<file path="src/rtl/pwm_deadtime_gen.sv">
`default_nettype none
// ============================================================================
// Module      : pwm_deadtime_gen
// Description : Complementary gate-drive generator for one inverter leg.
//               Compares a triangle carrier against a double-buffered duty
//               value and produces a high-side / low-side command pair with
//               programmable dead time inserted on every commutation edge.
// Revision    : 1.0 - initial release
// ----------------------------------------------------------------------------
// Ports
//   clk          in   1    system clock
//   rst_n        in   1    synchronous active-low reset
//   carrier      in   CW   triangle carrier value
//   carrier_high in   1    carrier is at its peak
//   carrier_low  in   1    carrier is at zero
//   duty         in   CW   requested duty compare value
//   deadtime     in   DTW  dead time in clk cycles (sampled on DT entry)
//   update_both  in   1    1: shadow loads at peak and valley, 0: valley only
//   enable       in   1    leg enable
//   sw_hi        out  1    high-side gate command
//   sw_lo        out  1    low-side gate command
//   duty_active  out  CW   compare value currently in use
//   busy_dt      out  1    leg is inside a dead-time interval
// ============================================================================
module pwm_deadtime_gen #(
    parameter int CW  = 16,
    parameter int DTW = 8
) (
    input  logic           clk,
    input  logic           rst_n,
    input  logic [CW-1:0]  carrier,
    input  logic           carrier_high,
    input  logic           carrier_low,
    input  logic [CW-1:0]  duty,
    input  logic [DTW-1:0] deadtime,
    input  logic           update_both,
    input  logic           enable,
    output logic           sw_hi,
    output logic           sw_lo,
    output logic [CW-1:0]  duty_active,
    output logic           busy_dt
);

    typedef enum logic [2:0] {
        S_OFF   = 3'd0,
        S_LO    = 3'd1,
        S_DT_HI = 3'd2,
        S_HI    = 3'd3,
        S_DT_LO = 3'd4
    } state_t;

    state_t         r_state;
    state_t         w_state_nxt;
    logic [DTW-1:0] r_cnt;
    logic [DTW-1:0] w_cnt_nxt;
    logic           w_ref;
    logic           w_shadow_load;

    // Compare uses the value already in the shadow register; a load in the
    // same cycle only becomes visible after this edge.
    assign w_ref = (carrier < duty_active);

    // While disabled the shadow simply tracks the request so that enabling
    // starts from the latest duty without waiting for a carrier extreme.
    assign w_shadow_load = !enable || carrier_low || (carrier_high && update_both);

    always_ff @(posedge clk) begin
        if (!rst_n) begin
            duty_active <= '0;
        end else if (w_shadow_load) begin
            duty_active <= duty;
        end
    end

    always_comb begin
        w_state_nxt = r_state;
        w_cnt_nxt   = r_cnt;
        if (!enable) begin
            w_state_nxt = S_OFF;
            w_cnt_nxt   = '0;
        end else begin
            case (r_state)
                S_OFF: begin
                    w_state_nxt = w_ref ? S_DT_HI : S_DT_LO;
                    w_cnt_nxt   = deadtime;
                end
                S_LO: begin
                    if (w_ref) begin
                        w_state_nxt = S_DT_HI;
                        w_cnt_nxt   = deadtime;
                    end
                end
                S_DT_HI: begin
                    // Falling back is safe: the high side never turned on.
                    if (!w_ref) begin
                        w_state_nxt = S_LO;
                    end else if (r_cnt == '0) begin
                        w_state_nxt = S_HI;
                    end else begin
                        w_cnt_nxt = r_cnt - DTW'(1);
                    end
                end
                S_HI: begin
                    if (!w_ref) begin
                        w_state_nxt = S_DT_LO;
                        w_cnt_nxt   = deadtime;
                    end
                end
                S_DT_LO: begin
                    if (w_ref) begin
                        w_state_nxt = S_HI;
                    end else if (r_cnt == '0) begin
                        w_state_nxt = S_LO;
                    end else begin
                        w_cnt_nxt = r_cnt - DTW'(1);
                    end
                end
                default: begin
                    w_state_nxt = S_OFF;
                    w_cnt_nxt   = '0;
                end
            endcase
        end
    end

    // Outputs are decoded from the next state and registered, so they change
    // on the same edge as the state and are glitch-free at the pins.
    always_ff @(posedge clk) begin
        if (!rst_n) begin
            r_state <= S_OFF;
            r_cnt   <= '0;
            sw_hi   <= 1'b0;
            sw_lo   <= 1'b0;
            busy_dt <= 1'b0;
        end else begin
            r_state <= w_state_nxt;
            r_cnt   <= w_cnt_nxt;
            sw_hi   <= (w_state_nxt == S_HI);
            sw_lo   <= (w_state_nxt == S_LO);
            busy_dt <= (w_state_nxt == S_DT_HI) || (w_state_nxt == S_DT_LO);
        end
    end

endmodule
`default_nettype wire

</file>
<file path="config.mk">
export PLATFORM = sky130hd
export DESIGN_NAME = pwm_deadtime_gen
export DESIGN_NICKNAME = d
export VERILOG_FILES = /design/src/rtl/pwm_deadtime_gen.sv
export SDC_FILE = /design/constraint.sdc
export NUM_CORES = 1
export LEC_CHECK = 0
export BUFFER_PORTS_ARGS = -buffer_cell sky130_fd_sc_hd__buf_2
export CORE_MARGIN = 2
export CORE_UTILIZATION = 54
export DETAILED_ROUTE_END_ITERATION = 10
export MAX_ROUTING_LAYER = met4
export PLACE_DENSITY = 0.84
export SETUP_SLACK_MARGIN = 0.4
export SLEW_MARGIN = 40
export SYNTH_ARGS = -nofsm -noshare
export SYNTH_HDL_FRONTEND = slang
export SYNTH_SLANG_ARGS = --single-unit
</file>
<file path="constraint.sdc">
create_clock -name clk -period 4.74 [get_ports clk]
set_input_delay 0.237 -clock clk [delete_from_list [all_inputs] [get_ports clk]]
set_output_delay 0.237 -clock clk [all_outputs]
set_load 0.005 [all_outputs]
</file>
==> summary.md <==
| Metric | Value |
|---|---|
| #FFs+latches synth | 30 |
| Pwr/cell area | 290.0 nW/um^2 |
| Startpoint class of the critical path | flop |
| P_sw | ~0.22 mW |
| # diodes | 0 |
| Drt drc | 0 |
| Max frequency | 0.3476 GHz |
| GR Layer Usage met1 | 28.59% |
| Via count | roughly 1,800 |
| Unrepaired setup endpoints after global routing | false |
| Seq/Total Area, Yosys | 30.79% |
| Final TNS setup | 0 ns |
| Status | finished, final reports clean |
| Fin crit period | between 2 and 3 ns |
| Internal | 0.4749 mW |
| Worst r2r src | duty_active[6] |
| Post-layout nets | 355 |
| WL final | 4.419 mm |
| Slew headroom | between 50% and 60% |
| Top Ports | 65 |
| Initial detailed-routing violation count | a little under 80 |
| H-tree levels | 2 |
| Fin cells | 339 |
| Gpl congestion | 0.8173 |
| Post-CTS setup buffers | 0 |
| Layout cells sized above 1 | between 20% and 30% |
| Peak supply drop | 0.1601 mV |
| Initial antenna violation count | 0 |
| Clk sinks | 30 |
| CP required | 5.00 ns |
| GRT busiest layer | met2 |
| HPWL after detailed placement | 3.443 mm |
| First-pass GRT wire length | 7.493 mm |
| DRT Pass-1 Iters | 4 |
| Met2 usage | between 30 and 40% |
| Wirelength per Cell | 13.04 um |
| Setup crit end kind | flop |
| R2R Path End | r_cnt[1] |
| Clock power frac | 29.4% |
| CTS tree | built |
| Layout Skew | 0.008414 ns |
| PortBufs | 64 |
| Crit Path Category | reg2reg |
| Die H | 64.10 um |
| Final hold violations | 0 |
| Clock buffer depth | 2 |
| Hold slack | roughly 0.16 ns |
| Reg power frac | about two fifths |
| Reg2Reg Setup Slack | 1.86 ns |
| Dpl cells | 331 |
| Yosys Warn Count | 0 |
| DR vias/cell | 5.401 |
| Leakage Power | between 1 and 1.5 nW |
| Die width | 64.10 um |
| Hold Path Origin | duty[3] |
| Post-CTS sizing | 0 |
| Syn Inst Count | 226 |
| Global Route Usage Sum | between 20% and 30% |
| Netlist Area Pre-Place | 1951 um^2 |
| Post-layout instance area | 2397 um^2 |
| Pin count of the biggest net entering global routing | 22 |
| M3 GR Usage | around 6.3% |
| CP arrival | about 3.1 ns |
| Sw frac | 31.70% |
| Vias in the first global route | ~1,700 |
| CTS Buf Count | 5 |
| Max-cap violations | 0 |
| Slew Limit Fails | 0 |
| Final ANT Viol Nets | 0 |
| Dpl cell area | 2320 um^2 |
| Hold bufs inserted after CTS | 0 |
| Site Rows | 21 |
| Worst-path maximum fanout | 10 |
| Synthesized net count | 289 |
| Total die area | 4109 um^2 |
| Worst hold path type | in2reg |
| Worst-path clk slew | 0.10 ns |
| R2R depth | 9 |
| Share of flip-flops with an asynchronous set or reset | 0% |
| Number of flops mapped to enable cells by yosys | 0 |
| P&R area growth vs syn | 22.90% |
| Least-Margin Pin Slew | 0.6314 ns |
| Clock latency on the worst-skew pair | 0.33 ns |
| Hold path cells | 3 |
| Total gr overflow | 0 |
| Hold path endpoint | duty_active[3] |
| Period utilisation layout | 60.69% |
| Main synth FF type | dfxtp_1 |
| Core footprint | around 3400 um^2 |
| Syn avg cell area | 8.631 um^2 |
| Endpoints failing setup | 0 |
| CTS Root Cell | clkbuf_4 |
| Comb pwr share | 29.3% |
| Number of distinct library cells after synthesis | 45 |
| Starting Density | 57.11% |
-- registers in the layout, indices dropped and copies added (netlist names) --
name,flops
r_state,3
sw_hi,1
sw_lo,1
busy_dt,1
duty_active,16
r_cnt,8
-- logic make-up after synthesis --
logic type,Yosys count,synth area share [%]
flops,30,30.79
buf+inv,28,5.837
simple gates,80,21.17
xor+xnor,6,3.079
mux,22,11.35
fa+ha+maj,17,10.90
compound gates,43,16.87
-- how the worst max path moves through the flow --
| stage | depth (start not counted) | start | end | slack [ns] |
|---|---|---|---|---|
| after floorplan | 10 | duty_active[6] | r_cnt[2] | 2.27 |
| after global placement | 9 | duty_active[15] | r_cnt[6] | 1.99 |
| after detailed placement | 9 | duty_active[6] | r_cnt[6] | 1.90 |
| after CTS | 9 | duty_active[6] | r_cnt[1] | 1.87 |
| after global routing | 9 | duty_active[11] | r_cnt[1] | 1.70 |
| final | 9 | duty_active[6] | r_cnt[1] | 1.86 |
-- cells in the mapped netlist (2+ instances only) --
library cell  instances  area share [%]
a32oi_1               2            0.90
and3_1                2            0.64
o32ai_1               3             1.3
mux2i_1              21              11
and2_1                3            0.96
a21o_1                4             1.5
clkbuf_1              5            0.96
o21ai_0               9             2.3
nand3_1               7             1.8
or3_1                 2            0.64
xnor2_1               4             1.8
inv_1                20             3.8
nand4_1               2            0.64
a211oi_1              4             1.5
nand2_1              22             4.2
a31oi_1               2            0.64
nor2_1               12             2.3
nor3_1                3            0.77
dfxtp_1              30              31
nor2b_1              21             6.7
a21oi_1               8             2.1
ha_1                 17              11
-- critical path, cell delays in order (launching register included) --
cell	delay, ns
dfxtp_1	0.36
inv_1	0.05
ha_1	0.31
a211oi_1	0.29
a211o_1	0.16
a31oi_1	0.11
or3_1	0.53
xnor2_2	0.20
o311ai_4	0.53
mux2i_1	0.25
-- cell type report --
| type | instances | area [um^2] |
|---|---|---|
| clock buffer | 5 | 37.54 |
| clock inverter | 3 | 40.04 |
| fill | 289 | 1018 |
| inverter | 21 | 78.83 |
| multi-input combinational | 168 | 1244 |
| sequential | 30 | 600.6 |
| tap | 46 | 57.56 |
| timing repair buffer | 66 | 339.1 |
-- power by group through the flow --
| stage | Combinational, mW | Clock (mW) | Sequential, mW |
|---|---|---|---|
| 6_report | 0.203 | 0.204 | 0.288 |
| 5_1_grt | 0.228 | 0.221 | 0.290 |
| 4_1_cts | 0.203 | 0.206 | 0.287 |
| 3_5_place_dp | 0.202 | 0 | 0.293 |
| 3_3_place_gp | 0.196 | 0 | 0.292 |
| 2_1_floorplan | 0.146 | 0 | 0.288 |
-- layout by cell type (no fill, tap or decap), types with 2 or more instances in the layout --
cell type	netlist	routed
nand4_1	2	2
mux2i_1	21	21
clkbuf_4	0	5
ha_1	17	17
buf_2	1	64
clkinv_2	0	2
a32oi_1	2	2
and2_1	3	3
a21o_1	4	4
nor2b_1	21	21
a31oi_1	2	2
a21oi_1	8	8
o21ai_0	9	9
xnor2_1	4	4
or3_1	2	2
o32ai_1	3	3
and3_1	2	2
dfxtp_1	30	30
nand3_1	7	7
nor2_1	12	12
nand2_1	22	22
a211oi_1	4	4
nor3_1	3	3
inv_1	20	20
-- per-stage QoR --
stage	power (mW)	setup slack (ns)	utilization, %
4_1_cts	0.6965	1.871	70.18
6_report	0.6953	1.863	70.18
3_5_place_dp	0.4946	1.897	67.91
2_1_floorplan	0.4339	2.268	-
5_1_grt	0.7396	1.698	70.18
3_3_place_gp	0.4874	1.990	67.36
-- per-layer routing --
layer | vias to the layer above | share of wire [%]
li1 | 923 | -
met1 | 826 | 43
met2 | 72 | 48
met3 | 10 | 7.1
met4 | 0 | 1.8
met5 | - | 0
Power figures use the tool's default switching activity.
